File: config.mk
export PLATFORM = sky130hd
export DESIGN_NAME = cronometro_bcd
export DESIGN_NICKNAME = d
export VERILOG_FILES = /design/src/rtl/cronometro_bcd_pkg.sv /design/src/rtl/cronometro_bcd_debounce.sv /design/src/rtl/cronometro_bcd.sv
export SDC_FILE = /design/constraint.sdc
export NUM_CORES = 1
export LEC_CHECK = 0
export BUFFER_PORTS_ARGS = -buffer_cell sky130_fd_sc_hd__buf_4
export CORE_UTILIZATION = 39
export DETAILED_ROUTE_END_ITERATION = 8
export PLACE_DENSITY_LB_ADDON = 0.12
export SETUP_SLACK_MARGIN = 0.05
export SLEW_MARGIN = 5
export SYNTH_ARGS = -nofsm -noshare
export SYNTH_HDL_FRONTEND = slang
export SYNTH_SLANG_ARGS = --single-unit
File: constraint.sdc
create_clock -name clk -period 5.33 [get_ports clk]
set_input_delay 0 -clock clk [delete_from_list [all_inputs] [get_ports clk]]
set_output_delay 0 -clock clk [all_outputs]
set_load 0.02 [all_outputs]
File: src/rtl/cronometro_bcd_pkg.sv
// Shared definitions for the stopwatch core: FSM states, BCD digit width, digit increment.
// Latency: n/a (types and pure functions only).
// Backpressure: n/a.
package cronometro_bcd_pkg;

    localparam int BCD_W = 4;

    typedef enum logic [1:0] {
        ST_IDLE = 2'd0,
        ST_RUN  = 2'd1,
        ST_LAP  = 2'd2,
        ST_STOP = 2'd3
    } state_t;

    // One BCD digit plus one; 9 (or any illegal code) rolls to 0.
    function automatic logic [BCD_W-1:0] bcd_digit_inc(input logic [BCD_W-1:0] d);
        return (d >= 4'd9) ? 4'd0 : d + 4'd1;
    endfunction

endpackage

File: src/rtl/cronometro_bcd_debounce.sv
// Button conditioner: 2-flop synchroniser, level debouncer, one-cycle press pulse on accepted 1->0.
// Latency: press pulse appears 2 + DEB_CYCLES cycles after the raw level settles low.
// Backpressure: none; a held button yields exactly one pulse, glitches shorter than DEB_CYCLES are dropped.
//   clk, rst_n : clock, async active-low reset (level reports released)
//   btn_n      : raw active-low button
//   press      : registered one-cycle pulse
module cronometro_bcd_debounce #(
    parameter int DEB_CYCLES = 500000
) (
    input  logic clk,
    input  logic rst_n,
    input  logic btn_n,
    output logic press
);
    localparam int CW = (DEB_CYCLES > 1) ? $clog2(DEB_CYCLES) : 1;
    localparam logic [CW-1:0] CNT_LAST = CW'(DEB_CYCLES - 1);

    logic          sync1;
    logic          sync2;
    logic          level;
    logic [CW-1:0] cnt;

    // cnt counts consecutive synchronised samples that differ from the accepted level.
    always_ff @(posedge clk or negedge rst_n) begin
        if (!rst_n) begin
            sync1 <= 1'b1;
            sync2 <= 1'b1;
            level <= 1'b1;
            cnt   <= '0;
            press <= 1'b0;
        end else begin
            sync1 <= btn_n;
            sync2 <= sync1;
            press <= 1'b0;
            if (sync2 == level) begin
                cnt <= '0;
            end else if (cnt == CNT_LAST) begin
                level <= sync2;
                cnt   <= '0;
                press <= ~sync2;
            end else begin
                cnt <= cnt + 1'b1;
            end
        end
    end

endmodule

File: src/rtl/cronometro_bcd.sv
// Stopwatch core: debounced buttons, tick prescaler, N-digit BCD counter with lap freeze, pause and overflow.
// Latency: outputs registered, one cycle behind internal state; buttons add 3 + DEB_CYCLES cycles.
// Backpressure: none; simultaneous presses resolved clear > stop > lap > start.
//   clk, rst_n                         : clock, async active-low reset
//   btn_start_n/lap_n/stop_n/clear_n   : raw active-low buttons
//   bcd_out    : displayed value, digit k at [4k+3:4k], k=0 least significant
//   running    : RUN or LAP;  lap_active : LAP (display frozen);  overflow : sticky all-9s rollover
module cronometro_bcd
    import cronometro_bcd_pkg::*;
#(
    parameter int TICK_DIV   = 5000000,
    parameter int N_DIGITS   = 4,
    parameter int DEB_CYCLES = 500000,
    parameter int WRAP       = 1
) (
    input  logic                      clk,
    input  logic                      rst_n,
    input  logic                      btn_start_n,
    input  logic                      btn_lap_n,
    input  logic                      btn_stop_n,
    input  logic                      btn_clear_n,
    output logic [BCD_W*N_DIGITS-1:0] bcd_out,
    output logic                      running,
    output logic                      lap_active,
    output logic                      overflow
);
    localparam int CNT_W = BCD_W * N_DIGITS;
    localparam int PW    = (TICK_DIV > 1) ? $clog2(TICK_DIV) : 1;
    localparam logic [PW-1:0] PRE_LAST = PW'(TICK_DIV - 1);

    logic press_start, press_lap, press_stop, press_clear;
    logic go_stop, go_lap, go_start;

    cronometro_bcd_debounce #(.DEB_CYCLES(DEB_CYCLES)) u_deb_start (
        .clk(clk), .rst_n(rst_n), .btn_n(btn_start_n), .press(press_start));
    cronometro_bcd_debounce #(.DEB_CYCLES(DEB_CYCLES)) u_deb_lap (
        .clk(clk), .rst_n(rst_n), .btn_n(btn_lap_n), .press(press_lap));
    cronometro_bcd_debounce #(.DEB_CYCLES(DEB_CYCLES)) u_deb_stop (
        .clk(clk), .rst_n(rst_n), .btn_n(btn_stop_n), .press(press_stop));
    cronometro_bcd_debounce #(.DEB_CYCLES(DEB_CYCLES)) u_deb_clear (
        .clk(clk), .rst_n(rst_n), .btn_n(btn_clear_n), .press(press_clear));

    // Only the highest-priority press is acted on; clear is handled ahead of these.
    assign go_stop  = press_stop;
    assign go_lap   = press_lap & ~press_stop;
    assign go_start = press_start & ~press_stop & ~press_lap;

    state_t            state;
    logic [PW-1:0]     presc;
    logic [CNT_W-1:0]  count;
    logic [CNT_W-1:0]  count_inc;
    logic [CNT_W-1:0]  lap_reg;
    logic              ovf_flag;
    logic              counting;
    logic              tick;
    logic              all_nines;
    logic [N_DIGITS:0] carry;

    assign counting = (state == ST_RUN) || (state == ST_LAP);
    assign tick     = counting && (presc == PRE_LAST);

    // Ripple carry across digits in one cycle; all-9s naturally rolls to all-0s.
    assign carry[0] = 1'b1;
    genvar k;
    generate
        for (k = 0; k < N_DIGITS; k++) begin : g_digit
            logic [BCD_W-1:0] d;
            assign d = count[BCD_W*k +: BCD_W];
            assign count_inc[BCD_W*k +: BCD_W] = carry[k] ? bcd_digit_inc(d) : d;
            assign carry[k+1] = carry[k] && (d == 4'd9);
        end
    endgenerate
    assign all_nines = carry[N_DIGITS];

    always_ff @(posedge clk or negedge rst_n) begin
        if (!rst_n) begin
            state      <= ST_IDLE;
            presc      <= '0;
            count      <= '0;
            lap_reg    <= '0;
            ovf_flag   <= 1'b0;
            bcd_out    <= '0;
            running    <= 1'b0;
            lap_active <= 1'b0;
            overflow   <= 1'b0;
        end else begin
            bcd_out    <= (state == ST_LAP) ? lap_reg : count;
            running    <= counting;
            lap_active <= (state == ST_LAP);
            overflow   <= ovf_flag;

            if (press_clear) begin
                // Clear beats a coincident tick.
                state    <= ST_IDLE;
                presc    <= '0;
                count    <= '0;
                ovf_flag <= 1'b0;
            end else begin
                // STOP holds the partial interval so resume is seamless.
                if (counting) begin
                    presc <= tick ? '0 : presc + 1'b1;
                end else if (state == ST_IDLE) begin
                    presc <= '0;
                end

                if (tick) begin
                    if (all_nines) begin
                        ovf_flag <= 1'b1;
                    end
                    if (!all_nines || WRAP != 0) begin
                        count <= count_inc;
                    end
                end

                case (state)
                    ST_IDLE: if (go_start) state <= ST_RUN;
                    ST_RUN: begin
                        if (go_stop) begin
                            state <= ST_STOP;
                        end else if (go_lap) begin
                            state   <= ST_LAP;
                            lap_reg <= count;   // pre-increment value if a tick coincides
                        end
                    end
                    ST_LAP: begin
                        if (go_stop) state <= ST_STOP;
                        else if (go_lap) state <= ST_RUN;
                    end
                    ST_STOP: if (go_start) state <= ST_RUN;
                    default: state <= ST_IDLE;
                endcase

                // Saturating mode halts on reaching all-9s regardless of buttons.
                if (tick && all_nines && WRAP == 0) begin
                    state <= ST_STOP;
                end
            end
        end
    end

endmodule

### Word-level counts from Yosys, hierarchy flattened

Index checks and enable logic that the tools add are counted.

* input bits: 6
* register bits after elaboration: 169

* bitwise operators: 14
* equality and inequality tests: 19
* add/subtract/negate cells: 9
* reduce and logical (&&, ||, !) cells: 23
* mux-type cells: 40
* magnitude comparators: 4

Operators with widths (count)
* 19-bit two-way mux: 8
* 23-bit two-way mux: 4
* 19-bit by 1-bit adder with 19-bit output (second input constant): 4
* 19-bit equality test (second input constant): 4
* 16-bit two-way mux: 3
* 4-bit two-way mux: 7
* 23-bit by 1-bit adder with 23-bit output (second input constant): 1
* 23-bit equality test (second input constant): 1
* 4-bit by 1-bit adder with 4-bit output (second input constant): 4
* 4-bit equality test (second input constant): 4
* 4-bit greater-or-equal comparator (second input constant): 4
* 2-bit AND reduction: 8
* 2-bit two-way mux: 6
* 1-bit two-way mux: 11
* 1-bit NOT: 11
* 2-bit nonzero test: 5
* 4-bit by 2-bit != test with 1-bit output (second input constant): 2
* 2-bit one-hot mux with 3 select lines: 1
* 1-bit equality test: 4
* 2-bit equality test (second input constant): 2
* 1-bit logical AND: 4
* 4-bit AND reduction: 1
* 1-bit bitwise AND: 3
* 3-bit by 1-bit != test with 1-bit output (second input constant): 1
* other kinds (6): 6

### Longest topological paths before layout

* word-level depth: 7
* depth in mapped cells: 9
* gate-level depth less buffers: 7

### Modules after synthesis

Synthesis repeated with hierarchy kept, for this count alone.

* cell total of the unflattened synthesis: 799
* area total of the unflattened synthesis: 8271.7 µm²

By module, submodules not included
* cronometro_bcd_debounce: area an instance 1122.3 µm², instances 4, cells an instance 110
* cronometro_bcd: area an instance 3782.4 µm², instances 1, cells an instance 359

### Worst setup path after synthesis

Ideal clock, no wire load.

* path kind: reg-to-reg
* start point: register state[0]
* end point: register count[6]
* setup time: 0.078 ns
* required time: 5.252 ns
* path slack: 3.260 ns
* clock period less this slack: 2.070 ns
* arrival: 1.992 ns
* stages on the path, launching flop included: 9
* path through: dfrtp_1 -> inv_1 -> ha_1 -> nor2b_1 -> and4_1 -> buf_6 -> nand3_4 -> or4b_1 -> a21oi_1

* cells in the longest elaborated chain, start to end: 5

RTL lines
* start, declared: RTL line cronometro_bcd.sv:48 `state_t state;`
* start signal, assigned: RTL line cronometro_bcd.sv:77 `state <= ST_IDLE;`
* start signal, assigned: RTL line cronometro_bcd.sv:94 `state <= ST_IDLE;`
* start signal, assigned: RTL line cronometro_bcd.sv:116 `ST_IDLE: if (go_start) state <= ST_RUN;`
* 2-bit by 1-bit equality test with 1-bit output or 2-bit equality test (tied branches): RTL line cronometro_bcd.sv:59 `assign counting = (state == ST_RUN) || (state == ST_LAP);`
* 1-bit logical OR *: RTL line cronometro_bcd.sv:59
* 1-bit logical AND *: RTL line cronometro_bcd.sv:60 `assign tick = counting && (presc == PRE_LAST);`
* 2-bit nonzero test (no source line) *
* 2-bit AND reduction (no source line) *
* end signal, assigned: RTL line cronometro_bcd.sv:111 `count <= count_inc;`
* end, declared: RTL line cronometro_bcd.sv:50 `logic [CNT_W-1:0] count;`

Every way passes the cells marked *; elsewhere a longest branch is shown, timed or not.
A chain may end at the register's enable or synchronous reset.

### Final worst setup path

Ends and elaborated chain as after synthesis.

==> metrics <==
sequential area share after synthesis=a little over half; n_diodes=0; Syn Inst Count=791; Setup crit start kind=register; Tmin final=2.48 ns; P_sw=a little under 600 uW; Critical Path Start=state[0]$_DFFE_PN0P_; min setup slack post-route=roughly 2.9 ns; Routed Antenna Nets=0; most flop-heavy register=presc; CP Capture Type=register; NumNets Final=844; clock latency on the worst-skew pair=around 0.43 ns; power per cell area=around 280 nW/um^2; final non-filler cell total=between 1000 and 1500; Period Utilization, post-route=a little under half; Comb power frac=under 10%; Max Fclk=about 400 MHz; RSZ-0062 raised after global routing=false; pre-CTS WS=2.83 ns; TritonCTS buffer count=17; worst hold slack=around 0.22 ns; worst vdd ir=0.215 mV; GRT overflow=0; first drt pass iteration count=5; clk slew on worst S/H paths=around 0.070 ns; CTS resizes=0; initial core utilization=roughly 40%; Post-Syn Nets=approximately 800; # IOs=25; placed instance count=1063; max reg flops=23; cell taking the most area after synthesis=dfrtp_1; final setup fails=0; max_cap viols=0; Hold-fix buffers, CTS=5; hpwl dp=around 11000 um; Die W=146 um; Switching Share=around 23%; IO buf count=24; EDFF count, synth=0; clock skew=~0.010 ns; Cell Rows=52; count of final hold-check violations=0; Area Growth Syn to Fin=12.9%; Ys Warns=0; Avg Inst Size Synth=between 10 and 15 um^2; Post-synth top cells=dfrtp_1 (157), nor2_1 (112), nand2_1 (63), nand3_1 (42), xor2_1 (42); DR iter-0 viols=around 310; vias in the first global route=5597; Max Slew Vio Count=0; min-delay worst type=in2reg; Sink Count=between 150 and 200; # Post-CTS Setup Buffers=0; via count=between 5000 and 6000; largest net degree at the start of global routing=110; CTS root buf=clkbuf_16; routed len/inst=around 14 um; sequential fraction of design power=between 50% and 60%; crit path max fanout=8; total die area=21400 um^2; outcome=finished, final reports clean; antenna violations before repair=0; critical path data arrival time=~2.8 ns; ratio of cells with drive above 1 in the final layout=13.7%; ys flop type=dfrtp_1; Clk pwr share=a little under half; Worst Tran Pin Value=roughly 1.1 ns; RePlAce Congestion=0.825; Die H=around 150 um; top-area cell type share of the netlist area=between 40% and 50%; Static Leak=between 0.003 and 0.004 uW; WL final=between 15000 and 20000 um; post-synthesis cell type count=56; post-synthesis register bit count=about 170; Netlist Area Pre-Place=8110 um^2; CTS tree=yes; Slew HR=between 20% and 30%; H-tree depth=4; Final Core Density=45.1%; CP required=5.68 ns; setup_tns=0 ns; Residual DRC=0; r2r startpoint=state[0]$_DFFE_PN0P_; Max Root-Sink Buffers=2; core area=between 20000 and 25000 um^2; count leader, synth=dfrtp_1; critical path class=reg2reg; async set-reset flop share out of synthesis=100%; main area contributors after synthesis=dfrtp_1 (48%), nor2_1 (5.2%), xor2_1 (4.5%); Int Pwr=1950 uW; first-pass GRT wire length=about 27000 um; HP Start=btn_lap_n; post-DR vias/cell=roughly 5.2; Global Route Usage Sum=between 10% and 20%
[per-stage QoR]
step           instance area (um^2)  total power, uW
4_1_cts                        9150             2560
5_1_grt                        9150             2620
3_3_place_gp                   8540             1380
6_report                       9150             2530
2_1_floorplan                  8110             1350
3_5_place_dp                   8540             1380
[power groups by stage]
| stage | clock (uW) | sequential (uW) | combinational, uW |
|---|---|---|---|
| after CTS | 1200 | 1300 | 58.5 |
| after floorplan | 0 | 1330 | 21.5 |
| after detailed placement | 0 | 1330 | 55.3 |
| after global routing | 1250 | 1310 | 64.4 |
| after global placement | 0 | 1330 | 52.9 |
| final | 1170 | 1300 | 54.9 |
[path summary, 6_finish.rpt]
| kind | endpoint | slack [ns] | cells after the start |
|---|---|---|---|
| max in group asynchronous | u_deb_stop.cnt[14]$_DFF_PN0_ | 3.70 | 3 |
| setup reg to reg | count[6]$_DFFE_PN0P_ | 2.85 | 7 |
| hold / removal | u_deb_lap.sync1$_DFF_PN1_ | 0.22 | 2 |
| setup / recovery | count[6]$_DFFE_PN0P_ | 2.85 | 7 |
| hold reg to reg | u_deb_clear.sync2$_DFF_PN1_ | 0.36 | 0 |
| min in group asynchronous | presc[19]$_DFFE_PN0P_ | 0.27 | 2 |
[cell type report]
cell class	instances	area, um^2
tap	270	338
sequential	169	4240
inverter	27	101
clock inverter	13	92.6
timing repair buffer	33	264
clock buffer	19	464
multi-input combinational	569	3650
fill	1942	11100
[per-layer routing]
metal | wire length (um) | global-route usage, % | up-vias | part of all wire [%]
met3 | 471 | 3.19 | 9 | 3.0
met2 | 7890 | 26.3 | 88 | 50
li1 | - | - | 2815 | -
met1 | 7450 | 20.6 | 2809 | 47
met5 | 0 | 0 | - | 0
met4 | 121 | 4.48 | 0 | 0.76
[cells in the final DEF, fill, tap and decap left out, types with 3 or more instances in the layout]
cell type      count
dfrtp_1          157
nor2_1           112
nand2_1           63
nand3_1           42
xor2_1            42
a21oi_1           31
xnor2_1           30
nand4_1           30
mux2_2            28
inv_1             27
buf_4             27
o21ai_0           26
ha_1              21
clkbuf_16         18
nor3_1            17
and3_1            13
a31oi_1           13
and4_1            12
dfstp_2           12
nor4_1            11
nand2b_1           8
or2_2              5
mux2i_1            5
a41oi_1            5
nand3b_1           5
clkinvlp_4         5
dlygate4sd3_1      5
nor2b_1            4
or3_1              4
clkinv_2           4
nand4b_1           3
or4b_1             3
nor3b_1            3
o31ai_1            3
inv_6              3
[worst max-delay path: stages, from the launching register on]
cell and delay, ns:
dfrtp_1 0.42, inv_1 0.07, ha_1 0.41, nor2b_1 0.23
and4_1 0.46, nand3_4 0.17, or4b_1 0.49, a21oi_1 0.16
[kinds of logic (layout without fill, tap and decap cells)]
| group | after synthesis | count (layout) | share of synthesized area, % |
|---|---|---|---|
| buffers and inverters | 53 | 92 | 2.87 |
| and+or+nand+nor | 351 | 351 | 22.4 |
| xor gates and xnor gates | 72 | 72 | 7.78 |
| muxes | 33 | 33 | 4.51 |
| AOI/OAI and AO/OA | 92 | 92 | 6.87 |
| adders and majority gates | 21 | 21 | 3.24 |
| DFF | 169 | 169 | 52.3 |
Power figures use the tool's default switching activity.
